$ cat config.mk
export PLATFORM = sky130hd
export DESIGN_NAME = serial_subtractor
export DESIGN_NICKNAME = d
export VERILOG_FILES = /design/src/rtl/serial_subtractor_pkg.sv /design/src/rtl/serial_subtractor_full_subtractor.sv /design/src/rtl/serial_subtractor.sv
export SDC_FILE = /design/constraint.sdc
export NUM_CORES = 1
export LEC_CHECK = 0
export BUFFER_PORTS_ARGS = -buffer_cell sky130_fd_sc_hd__buf_2
export CAP_MARGIN = 15
export CORE_MARGIN = 2
export CORE_UTILIZATION = 50
export CTS_BUF_LIST = sky130_fd_sc_hd__clkbuf_8
export DETAILED_ROUTE_END_ITERATION = 12
export PLACE_DENSITY = 0.79
export SYNTH_ARGS = -nofsm -noshare
export SYNTH_HDL_FRONTEND = slang
export SYNTH_HIERARCHICAL = 1
export SYNTH_SLANG_ARGS = --single-unit
$ cat constraint.sdc
create_clock -name clk -period 4.8 [get_ports clk]
set_clock_uncertainty 0.2 [all_clocks]
set_input_delay 0.96 -clock clk [delete_from_list [all_inputs] [get_ports clk]]
set_output_delay 0.96 -clock clk [all_outputs]
set_load 0.02 [all_outputs]
$ cat src/rtl/serial_subtractor_pkg.sv
`timescale 1ns/1ps
// serial_subtractor_pkg
// Shared constants for the bit-serial subtractor: FSM state encoding, the
// default operand width and a helper that sizes the bit counter.
package serial_subtractor_pkg;

  typedef enum logic [1:0] {
    IDLE  = 2'd0,
    SHIFT = 2'd1,
    DONE  = 2'd2
  } state_t;

  localparam int unsigned DEFAULT_WIDTH = 8;

  // Bits needed for a counter that runs 0 .. w-1 (w >= 2).
  function automatic int unsigned cnt_bits(input int unsigned w);
    return (w <= 2) ? 1 : $clog2(w);
  endfunction

endpackage

$ cat src/rtl/serial_subtractor_full_subtractor.sv
`timescale 1ns/1ps
// full_subtractor
// One-bit full subtractor: Diff = A - B - Bin, Bout = borrow out.
// Ports:
//   A, B  : minuend / subtrahend bits
//   Bin   : borrow in
//   Diff  : difference bit
//   Bout  : borrow out
module full_subtractor (
  input  logic A,
  input  logic B,
  input  logic Bin,
  output logic Diff,
  output logic Bout
);

  assign Diff = A ^ B ^ Bin;
  assign Bout = (~A & B) | (~(A ^ B) & Bin);

endmodule

$ cat src/rtl/serial_subtractor.sv
`timescale 1ns/1ps
// serial_subtractor
// Bit-serial unsigned subtractor. On an accepted start the operands are
// captured and processed one bit per clock, LSB first, through a single
// full_subtractor; the result and final borrow are published in DONE and
// held until the next accepted start.
// Ports:
//   clk    : clock, rising edge
//   rst    : synchronous active-high reset
//   start  : request a subtraction (sampled in IDLE only)
//   a, b   : minuend / subtrahend, captured on the accept edge
//   busy   : high in SHIFT and DONE
//   done   : one-cycle pulse when diff/borrow are valid
//   diff   : (a - b) mod 2^WIDTH
//   borrow : 1 iff a < b (unsigned)
//
// state | meaning
// IDLE  | waiting for start; diff/borrow hold the last result
// SHIFT | one operand bit processed per cycle, WIDTH cycles
// DONE  | result valid, done pulses, back to IDLE next edge
module serial_subtractor
  import serial_subtractor_pkg::*;
#(
  parameter int WIDTH = DEFAULT_WIDTH
) (
  input  logic             clk,
  input  logic             rst,
  input  logic             start,
  input  logic [WIDTH-1:0] a,
  input  logic [WIDTH-1:0] b,
  output logic             busy,
  output logic             done,
  output logic [WIDTH-1:0] diff,
  output logic             borrow
);

  localparam int CW = cnt_bits(WIDTH);
  localparam logic [CW-1:0] LAST = CW'(WIDTH - 1);

  state_t           state;
  state_t           state_nxt;
  logic             load;
  logic             shift_en;
  logic             last_bit;

  logic [CW-1:0]    cnt;
  logic [WIDTH-1:0] sa;
  logic [WIDTH-1:0] sb;
  logic [WIDTH-1:0] res;
  logic             bflop;

  logic             d_bit;
  logic             bout_bit;

  full_subtractor u_fs (
    .A    (sa[0]),
    .B    (sb[0]),
    .Bin  (bflop),
    .Diff (d_bit),
    .Bout (bout_bit)
  );

  assign last_bit = (cnt == LAST);

  always_ff @(posedge clk) begin
    if (rst) begin
      state <= IDLE;
    end else begin
      state <= state_nxt;
    end
  end

  always_comb begin
    state_nxt = state;
    busy      = 1'b0;
    done      = 1'b0;
    load      = 1'b0;
    shift_en  = 1'b0;
    case (state)
      IDLE: begin
        if (start) begin
          load      = 1'b1;
          state_nxt = SHIFT;
        end
      end
      SHIFT: begin
        busy     = 1'b1;
        shift_en = 1'b1;
        if (last_bit) begin
          state_nxt = DONE;
        end
      end
      DONE: begin
        busy      = 1'b1;
        done      = 1'b1;
        state_nxt = IDLE;
      end
      default: begin
        state_nxt = IDLE;
      end
    endcase
  end

  // The working result register res is never exposed; diff/borrow are only
  // written on the final bit so partial results never reach the outputs.
  always_ff @(posedge clk) begin
    if (rst) begin
      cnt    <= '0;
      sa     <= '0;
      sb     <= '0;
      res    <= '0;
      bflop  <= 1'b0;
      diff   <= '0;
      borrow <= 1'b0;
    end else if (load) begin
      cnt    <= '0;
      sa     <= a;
      sb     <= b;
      res    <= '0;
      bflop  <= 1'b0;
    end else if (shift_en) begin
      sa    <= sa >> 1;
      sb    <= sb >> 1;
      res   <= {d_bit, res[WIDTH-1:1]};
      bflop <= bout_bit;
      if (last_bit) begin
        cnt    <= '0;
        diff   <= {d_bit, res[WIDTH-1:1]};
        borrow <= bout_bit;
      end else begin
        cnt <= cnt + 1'b1;
      end
    end
  end

endmodule

# Word-level counts from Yosys, hierarchy flattened
# Cells that the tools add are included.
[totals] regBits=39 inputBits=19 output_inout_bits=11 word_cells=41
[classes] n_addsub=1 n_eq_ne=5 n_mux=13 n_bitwise=8 n_reduce_logical=6
[ops] op="$mux 8" count=4
[ops] op="$mux 1" count=5
[ops] op="$mux 2" count=2
[ops] op="$ne 2x2->1 const B" count=2
[ops] op="$pmux 2 s2" count=1
[ops] op="$reduce_or 2->1" count=2
[ops] op="$add 3x1->3 const B" count=1
[ops] op="$eq 3x3->1 const B" count=1
[ops] op="$mux 3" count=1
[ops] op="$not 1->1" count=3
[ops] op="$reduce_and 3->1" count=1
[ops] op="$and 1x1->1" count=2
[ops] op="$eq 2x1->1 const B" count=1
[ops] op="$eq 2x2->1 const B" count=1
[ops] op="$logic_not 2->1" count=1
[ops] op="$reduce_and 2->1" count=1
[ops] op="$reduce_bool 2->1" count=1
[ops] op="$xor 1x1->1" count=2
[ops] op="$or 1x1->1" count=1

# Logic depth before layout (Yosys ltp)
# Gate-level depths: netlist of the first run.
[depth] word_depth=4 depth_mapped=7 depth_no_buf=5

# Cells and area by module
# The synthesis of the first run kept the hierarchy.
[by_module_without_submodules] mod="serial_subtractor" n_inst=1 cells_each=169 area_per_inst_um2=1624.1 seq_area_each_um2=760.7
[by_module_without_submodules] mod="full_subtractor" n_inst=1 cells_each=4 area_per_inst_um2=31.3 seq_area_each_um2=0.0

# Worst setup path before layout of the first run
# Ideal clock, no wire load.
[synth_path] path_kind="reg2out" from="register state[0]" to="output port busy" t_arrival_ns=0.800 required_time_ns=3.640 slack_ns=2.840 stages_incl_launch_ff=3 path_buffers=0 cell_sequence="dfxtp_1 -> inv_1 -> ha_1"
[synth_between] elab_chain_cells=3 word_cells_on_any_way=4 classes_between="eq/ne: 2; mux: 1; reduce/logical: 1"
[synth_rtl] element="start, declared" line="serial_subtractor.sv:40" source="state_t state;"
[synth_rtl] element="start signal, assigned" line="serial_subtractor.sv:69" source="state <= state_nxt;"
[synth_rtl] element="$eq 2x1->1 / $eq 2x2->1 (equally long branches)" line="serial_subtractor.sv:79" source="case (state)"
[synth_rtl] element="$reduce_or 2->1 (no line) *"
[synth_rtl] element="$mux 1 *" line="serial_subtractor.sv:79"
[synth_rtl] element="end, declared" line="serial_subtractor.sv:31" source="output logic busy,"
# Every way passes the cells marked *; elsewhere a longest branch is shown, timed or not.

# Worst setup path after layout of the first run
# Same ends and word-level chain as after synthesis.

==> results.toml, run 1 <==
[placement]
gp_congestion = 0.7154
hpwl_um = 1987
portBuffers = 29
placed_area_um2 = 1780

[finish]
fill_cells = 307
design_area_um2 = 1857
nets = 225
drive_above_1_share = 0.1869
n_antenna_cell = 0
area_growth_pct = 12.17

[route]
drc = 0
via_per_inst = 5.066
vias = 1226
ant_nets = 0
avgRoutedWirePerCell_um = 11.64
wirelength_um = 2816
dr.pass1.iters = 4
drtIter0Drc = 34

[timing]
slew_viol_final = 0
timing.fmax_ghz = 0.4205
period_share = 0.4955
slew_headroom = 0.4055
rsz0062_at_grt = "false"
setup_violations = 0
tightest_slew_ps = 889.7
period_minus_slack_ps = 2378
tns_ps = 0
finalHoldViolCount = 0

[setup_path]
cp_data_required_time_ps = 3640
cp-endpoint = "busy"
end_kind = "output pin"
cp-start-kind = "flop"
path_class = "reg -> out"
crit_path_start = "state[0]$_SDFFE_PP0P_"
reg2reg_from = "state[0]$_SDFFE_PP0P_"
cp_max_fo = 4
cp.arrival_ps = 1220
r2r_end = "res[7]$_SDFFE_PP0N_"
r2r_slack_ps = 2500
reg2regPathDepth = 5

[logic_synthesis]
synth_area_leader_cell = "dfxtp_1"
synthCells = 173
synthDistinctLibCells = 20
syn_nets = 200
synth_top_area_share = 0.4596
syn_area_per_cell_um2 = 9.568
synth_area_leaders = "dfxtp_1 46%, mux2i_1 16%, a211oi_1 6.3%, nor2_1 5.7%, ha_1 5.3%"
synth.yosys.seq_area_share = 0.4596
ys_warn_count = 6
ys_ff_latch = 38
netlist_area_um2 = 1655

[cts]
h-tree-depth = 2
cts_root_buf = "clkbuf_8"
clk_latency_ps = 290
clockBufferDepth = 2
clock_sinks = 38
cts-hold-fix-buffers = 0
cts_buffers = 5
cts_tree = "built"
cts_setup_buffers = 0
clk_pin_slew_ps = 70
ctsResizeCount = 0

[die]
die_y_um = 61.54
die-area_um2 = 3787
coreArea_um2 = 3103
ios = 30
die_x_um = 61.54
start_util = 0.5335
row_count = 20

[power]
p_leak_nw = 0.7660
totalPowerFinal_uw = 868.6
power_density_nw_per_um2 = 467.8
ir_drop_v = 0.0002350

[flow_run]
cap_violations = 0

[global_routing]
grt_max_degree = 36
overflow = 0
first_global_vias = 1162
grtUsageTotal = 0.1768
antenna_found_initial = 0
grt_pass1_wl_um = 4795

[outcome]
status = "complete, no violations"

[hold_path]
hold_class = "reg -> reg"
## power breakdown
part | leakage, nW | switching, mW | internal [mW]
sequential | 0.310 | 0.0299 | 0.365
clock | 0.0466 | 0.104 | 0.0956
combinational | 0.409 | 0.158 | 0.116
total | 0.766 | 0.292 | 0.577
## synth_stat cells
| master | instances |
|---|---|
| clkbuf_1 | 2 |
| a211oi_1 | 14 |
| buf_2 | 5 |
| nand3_1 | 13 |
| mux2i_1 | 26 |
| nand2_1 | 10 |
| dfxtp_1 | 38 |
| nand2b_1 | 5 |
| fa_1 | 1 |
| and2b_1 | 1 |
| ha_1 | 7 |
| inv_1 | 7 |
| nor2_1 | 25 |
| nand2_2 | 1 |
| a21oi_1 | 11 |
| buf_1 | 2 |
| a22oi_1 | 1 |
| a21oi_2 | 1 |
| buf_6 | 2 |
| buf_12 | 1 |
## state kept, by name, indices dropped and copies added (netlist names)
| register | cells |
|---|---|
| diff | 8 |
| res | 7 |
| sb | 8 |
| borrow | 1 |
| bflop | 1 |
| cnt | 3 |
| sa | 8 |
| state | 2 |
## through the flow
step                        util  worst slack [ps]  instances  hold slack (ps)
after CTS                 0.5984              2399        242            255.4
final                     0.5984              2422        242            252.9
after global placement    0.5738              2256        235            240.0
after global routing      0.5984              2233        242            277.6
after detailed placement  0.5738              2167        235            246.1
after floorplan                -              2840        173            255.5
## layer usage
layer	vias up	routed length, µm	global-route usage
li1	638	-	-
met1	552	1320	0.2005
met2	32	1285	0.2857
met3	4	150	0.06513
met4	0	59	0.1003
met5	-	0	0
## final cells by class
cell class | instances | area (µm²) | share of cell area
clock buffer | 5 | 68.82 | 0.03706
multi-input combinational | 116 | 785.8 | 0.4232
timing repair buffer | 30 | 152.6 | 0.08221
inverter | 7 | 26.28 | 0.01415
sequential | 38 | 760.7 | 0.4097
tap | 44 | 55.05 | 0.02965
clock inverter | 2 | 7.507 | 0.004043
## kinds of logic (layout without fill, tap and decap cells)
group           count (synthesis)  count (layout)  share of synthesized area
flops                          38              38                     0.4596
mux                            26              26                     0.1572
fa+ha+maj                       8               8                    0.06500
compound gates                 27              27                     0.1066
buf+inv                        19              44                    0.06576
simple gates                   55              55                     0.1459
## layout by cell type (no fill, tap or decap)
| master | n |
|---|---|
| and2b_1 | 1 |
| dfxtp_1 | 38 |
| inv_1 | 9 |
| a21oi_2 | 1 |
| a22oi_1 | 1 |
| ha_1 | 7 |
| nand2_1 | 10 |
| buf_2 | 29 |
| clkbuf_8 | 5 |
| a21oi_1 | 11 |
| nand3_1 | 13 |
| nand2_2 | 1 |
| a211oi_1 | 14 |
| nor2_1 | 25 |
| mux2i_1 | 26 |
| fa_1 | 1 |
| nand2b_1 | 5 |
| buf_4 | 1 |
## worst max-delay path, cell delays in order, from the launching register on
cell     delay, ps
dfxtp_1        380
inv_1          100
ha_1           290
buf_2          160
## worst min-delay path by stage
| stage | end | cells past startpoint | start | slack, ps |
|---|---|---|---|---|
| 2_1_floorplan | diff[5]$_SDFFE_PP0P_ | 2 | res[6]$_SDFFE_PP0N_ | 260 |
| 3_3_place_gp | diff[4]$_SDFFE_PP0P_ | 2 | diff[4]$_SDFFE_PP0P_ | 240 |
| 3_5_place_dp | diff[6]$_SDFFE_PP0P_ | 2 | diff[6]$_SDFFE_PP0P_ | 250 |
| 4_1_cts | diff[6]$_SDFFE_PP0P_ | 2 | diff[6]$_SDFFE_PP0P_ | 260 |
| 5_1_grt | diff[6]$_SDFFE_PP0P_ | 2 | diff[6]$_SDFFE_PP0P_ | 280 |
| 6_report | diff[1]$_SDFFE_PP0P_ | 2 | diff[1]$_SDFFE_PP0P_ | 250 |
No activity file was read; power rests on OpenSTA's default activity.
==> inputs of run 2 (changes only) <==
--- a/config.mk
+++ b/config.mk
@@ -11,7 +11,7 @@
 export CORE_UTILIZATION = 50
 export CTS_BUF_LIST = sky130_fd_sc_hd__clkbuf_8
 export DETAILED_ROUTE_END_ITERATION = 12
-export PLACE_DENSITY = 0.79
+export PLACE_DENSITY = 0.82
 export SYNTH_ARGS = -nofsm -noshare
 export SYNTH_HDL_FRONTEND = slang
 export SYNTH_HIERARCHICAL = 1
==> constraint.sdc (replaced) <==
create_clock -name clk -period 2 [get_ports clk]
set_clock_uncertainty 0.2 [all_clocks]
set_input_delay 0.4 -clock clk [delete_from_list [all_inputs] [get_ports clk]]
set_output_delay 0.4 -clock clk [all_outputs]
set_load 0.02 [all_outputs]
==> run 2 against run 1 <==
  * Combinational power grew to 2.6 times the previous value
  * Critical path depth did not move
  * Wire length fell by 2.2%
  * Global-route usage decreased by 0.14 points
  * Clock power grew to 2.6 times the previous value
  * Critical path type unchanged
  * Via count increased by 2.4%
  * Largest cell class unchanged
  * Sequential share of layout area down 1.4 points
  * Worst setup slack worse by 2200 ps
  * Non-clock buffer count up 5
  * Sequential power is 140% higher
  * Hold slack worse by 59 ps
==> results.toml, run 2 (synthesized netlist as in run 1, its figures left out) <==
[timing]
rsz0062_at_grt = "false"
slew_viol_final = 0
setup_violations = 0
timing.fmax_ghz = 0.5549
tns_ps = 0
finalHoldViolCount = 0
period_share = 0.9010
slew_headroom = 0.7370
tightest_slew_ps = 394.5
period_minus_slack_ps = 1802

[setup_path]
cp-start-kind = "flop"
cp.arrival_ps = 1200
cp_max_fo = 4
r2r_slack_ps = 340
r2r_end = "sa[4]$_SDFFE_PP0P_"
reg2reg_from = "state[0]$_SDFFE_PP0P_"
end_kind = "output pin"
cp_data_required_time_ps = 1400
reg2regPathDepth = 6
path_class = "reg -> out"

[die]
coreArea_um2 = 3103
ios = 30
die-area_um2 = 3787
row_count = 20
start_util = 0.5335
die_x_um = 61.54
die_y_um = 61.54

[placement]
dp_cells = 240
gp_congestion = 0.7078
hpwl_um = 1982
placed_area_um2 = 1831
portBuffers = 29

[outcome]
status = "complete, no violations"

[route]
ant_nets = 0
top_layer_used = "met4"
drtIter0Drc = 34
dr.pass1.iters = 4
wirelength_um = 2753
via_per_inst = 5.065
avgRoutedWirePerCell_um = 11.10
wl_met3_um = 135
drc = 0
wl_met1_um = 1277
vias = 1256
met2_length_um = 1288

[global_routing]
overflow = 0
grt_max_degree = 29
grtUsageTotal = 0.1754
grt_pass1_wl_um = 4747
first_global_vias = 1187
antenna_found_initial = 0

[finish]
fill_cells = 291
layout_common_cells = "38 x dfxtp_1, 29 x buf_2, 26 x mux2i_1"
drive_above_1_share = 0.2157
multi_input_area_um2 = 785.8
final_cells = 248
fin_util = 0.6194
nets = 230
seq_area_um2 = 760.7
final_common_cell = "dfxtp_1"
top_regs = "diff: 8 flops, sa: 8 flops, sb: 8 flops"
design_area_um2 = 1922
n_antenna_cell = 0
area_growth_pct = 16.10

[cts]
cts_root_buf = "clkbuf_8"
clock_sinks = 38
clockBufferDepth = 2
cts_tree = "built"
clk_pin_slew_ps = 70
cts_setup_buffers = 0
cts_buffers = 5
ctsResizeCount = 0
cts-hold-fix-buffers = 0
h-tree-depth = 2
clk_latency_ps = 290

[flow_run]
cap_violations = 0

[power]
power_density_nw_per_um2 = 1137
p_leak_nw = 0.7999
ir_drop_v = 0.0005599

[hold_path]
hold_end = "sa[7]$_SDFFE_PP0P_"
hold_depth = 3
hold_class = "in -> reg"
hp-start = "a[7]"
==> run 2: changes by cell type in the layout (fill, tap and decap cells not counted), sizes merged <==
cell | before | now
buf | 30 | 35
clkbuf | 5 | 6
clkinv | 0 | 1
inv | 9 | 8
==> run 2: worst max-delay path, cell delays in order, from the launching register on <==
cell and delay [ps]:
dfxtp_1 370, inv_1 90, ha_1 290, buf_2 160
==> run 2: worst max-delay path by stage <==
stage,endpoint,startpoint,cells past startpoint
after floorplan,borrow$_SDFFE_PP0P_,cnt[0]$_SDFFE_PP0N_,6
after global placement,sa[3]$_SDFFE_PP0P_,state[0]$_SDFFE_PP0P_,6
after detailed placement,sa[3]$_SDFFE_PP0P_,state[0]$_SDFFE_PP0P_,6
after CTS,busy,state[0]$_SDFFE_PP0P_,3
after global routing,busy,state[0]$_SDFFE_PP0P_,3
final,busy,state[0]$_SDFFE_PP0P_,3
==> run 2: where the power goes <==
part / switching, mW / total [mW] / internal [mW]
combinational: 0.390 / 0.715 / 0.325
clock: 0.253 / 0.525 / 0.273
sequential: 0.0689 / 0.945 / 0.876
total: 0.711 / 2.18 / 1.47
==> run 2: layer usage <==
layer | track usage | vias up
met1 | 0.1925 | 577
met4 | 0.1003 | 0
met5 | 0 | -
met2 | 0.2857 | 27
li1 | - | 648
met3 | 0.07143 | 4
==> run 2: final cells by class <==
| class | instances | area share |
|---|---|---|
| Clock buffer | 6 | 0.04297 |
| Multi-Input combinational cell | 116 | 0.4089 |
| Timing Repair Buffer | 35 | 0.1055 |
| Clock inverter | 2 | 0.004557 |
| Inverter | 7 | 0.01367 |
| Tap cell | 44 | 0.02865 |
| Sequential cell | 38 | 0.3958 |
==> run 2: metrics by stage <==
stage          setup WS [ps]  power [mW]  hold WS (ps)
3_3_place_gp           427.1       1.663         238.8
2_1_floorplan          490.3       1.575         255.5
4_1_cts                174.1       2.215         175.0
5_1_grt                113.9       2.334         191.9
6_report               198.0       2.185         193.5
3_5_place_dp           333.7       1.680         245.4
==> inputs of run 3 (changes only) <==
--- a/config.mk
+++ b/config.mk
@@ -8,10 +8,10 @@
 export BUFFER_PORTS_ARGS = -buffer_cell sky130_fd_sc_hd__buf_2
 export CAP_MARGIN = 15
 export CORE_MARGIN = 2
-export CORE_UTILIZATION = 50
+export CORE_UTILIZATION = 39
 export CTS_BUF_LIST = sky130_fd_sc_hd__clkbuf_8
 export DETAILED_ROUTE_END_ITERATION = 12
-export PLACE_DENSITY = 0.82
+export PLACE_DENSITY = 0.68
 export SYNTH_ARGS = -nofsm -noshare
 export SYNTH_HDL_FRONTEND = slang
 export SYNTH_HIERARCHICAL = 1
==> run 3 against run 2 <==
  * First-iteration DRC count rose by 65%
  * Via count fell by 4.5%
  * Combinational power down 0.6%
  * Flip-flop and latch count is the same
  * Power fell by 0.32%
  * Critical endpoint unchanged
  * Largest cell class unchanged
  * Largest power group unchanged
==> results.toml, run 3 (synthesized netlist as in run 1, its figures left out) <==
[outcome]
status = "complete, no violations"

[setup_path]
path_delay_family = "flip-flops"
cp-start-kind = "flop"
cp_num_buf_inv = 2
cp_max_fo = 4
reg2regPathDepth = 6
r2r_end = "cnt[1]$_SDFFE_PP0N_"
crit_chain = "inv_1, ha_1, buf_2"
cp_slowest_cell = "dfxtp_1"
cp.arrival_ps = 1210
path_class = "reg -> out"
end_kind = "output pin"
cpPeakStageDelay_ps = 390
reg2reg_from = "state[1]$_SDFFE_PP0P_"
cp_data_required_time_ps = 1400
r2r_slack_ps = 370

[route]
dr.pass1.iters = 4
avgRoutedWirePerCell_um = 10.69
wirelength_um = 2716
ant_nets = 0
drtIter0Drc = 56
drc = 0
via_per_inst = 4.724
vias = 1200

[timing]
tightest_slew_ps = 403.7
fin_hold_ws_ps = 190.2
setup_violations = 0
tns_ps = 0
slew_headroom = 0.7308
slew_viol_final = 0
period_minus_slack_ps = 1810
period_share = 0.9049
rsz0062_at_grt = "false"
timing.fmax_ghz = 0.5526
finalHoldViolCount = 0

[power]
power_density_nw_per_um2 = 1129
ir_drop_v = 0.0005485
p_leak_nw = 0.8021

[placement]
gp_congestion = 0.6828
portBuffers = 29
hpwl_um = 1976

[finish]
n_antenna_cell = 0
drive_above_1_share = 0.2157
layout_common_cells = "38 x dfxtp_1, 29 x buf_2, 26 x mux2i_1"
final_common_cell = "dfxtp_1"
area_growth_pct = 16.55
top_regs = "diff: 8 flops, sa: 8 flops, sb: 8 flops"
nets = 230
fin_util = 0.4789

[die]
die_y_um = 69.15
row_count = 23
die-area_um2 = 4782
start_util = 0.4109
coreArea_um2 = 4029
ios = 30
die_x_um = 69.15

[hold_path]
hp-start = "b[7]"
hold_class = "in -> reg"
hold_depth = 3
hold_end = "sb[7]$_SDFFE_PP0P_"

[cts]
cts_setup_buffers = 0
clockBufferDepth = 2
cts_root_buf = "clkbuf_8"
cts_tree = "built"
cts_buffers = 5
h-tree-depth = 2
cts-hold-fix-buffers = 0
clk_latency_ps = 280
clock_sinks = 38
ctsResizeCount = 0
clk_pin_slew_ps = 70

[global_routing]
antenna_found_initial = 0
grt_pass1_wl_um = 4954
overflow = 0
first_global_vias = 1148
grt_max_degree = 31
grtUsageTotal = 0.1243

[flow_run]
cap_violations = 0
-- run 3: per-layer routing --
| layer | vias up | part of all wire | global-route usage |
|---|---|---|---|
| li1 | 651 | - | - |
| met1 | 519 | 0.51 | 0.1630 |
| met2 | 26 | 0.42 | 0.1976 |
| met3 | 4 | 0.048 | 0.03509 |
| met4 | 0 | 0.013 | 0.03922 |
| met5 | - | 0 | 0 |
-- run 3: power by group --
part | leakage, nW | switching, mW | internal (mW) | total [mW]
combinational | 0.440 | 0.390 | 0.321 | 0.711
clock | 0.0524 | 0.249 | 0.273 | 0.522
sequential | 0.310 | 0.0689 | 0.876 | 0.945
-- run 3: cell type report --
| class | instances | area [µm²] |
|---|---|---|
| clock buffer | 6 | 82.58 |
| clock inverter | 2 | 8.758 |
| fill | 404 | 2100 |
| inverter | 7 | 26.28 |
| multi-input combinational | 116 | 785.8 |
| sequential | 38 | 760.7 |
| tap | 50 | 62.56 |
| timing repair buffer | 35 | 202.7 |
-- run 3: per-stage QoR --
stage                     power (mW)  cells  setup WS (ps)  cell area, µm²
after floorplan                1.575    173          490.3            1655
after global placement         1.674    246          409.5            1838
after detailed placement       1.679    246          365.8            1838
after CTS                      2.206    254          172.9            1929
after global routing           2.332    254          102.5            1929
final                          2.178    254          190.3            1929
-- run 3: how the worst max path moves through the flow --
stage | startpoint | end | slack (ps) | depth (start not counted)
2_1_floorplan | cnt[0]$_SDFFE_PP0N_ | borrow$_SDFFE_PP0P_ | 490 | 6
3_3_place_gp | state[0]$_SDFFE_PP0P_ | sa[6]$_SDFFE_PP0P_ | 410 | 6
3_5_place_dp | state[1]$_SDFFE_PP0P_ | cnt[1]$_SDFFE_PP0N_ | 370 | 6
4_1_cts | state[0]$_SDFFE_PP0P_ | busy | 170 | 3
5_1_grt | state[0]$_SDFFE_PP0P_ | busy | 100 | 3
6_report | state[0]$_SDFFE_PP0P_ | busy | 190 | 3
-- run 3: worst register-to-register path: stages, from the launching register on --
cell and delay, ps:
dfxtp_1 330, inv_1 120, ha_1 220, buf_4 280, inv_1 130, a22oi_1 180
nor2_1 50
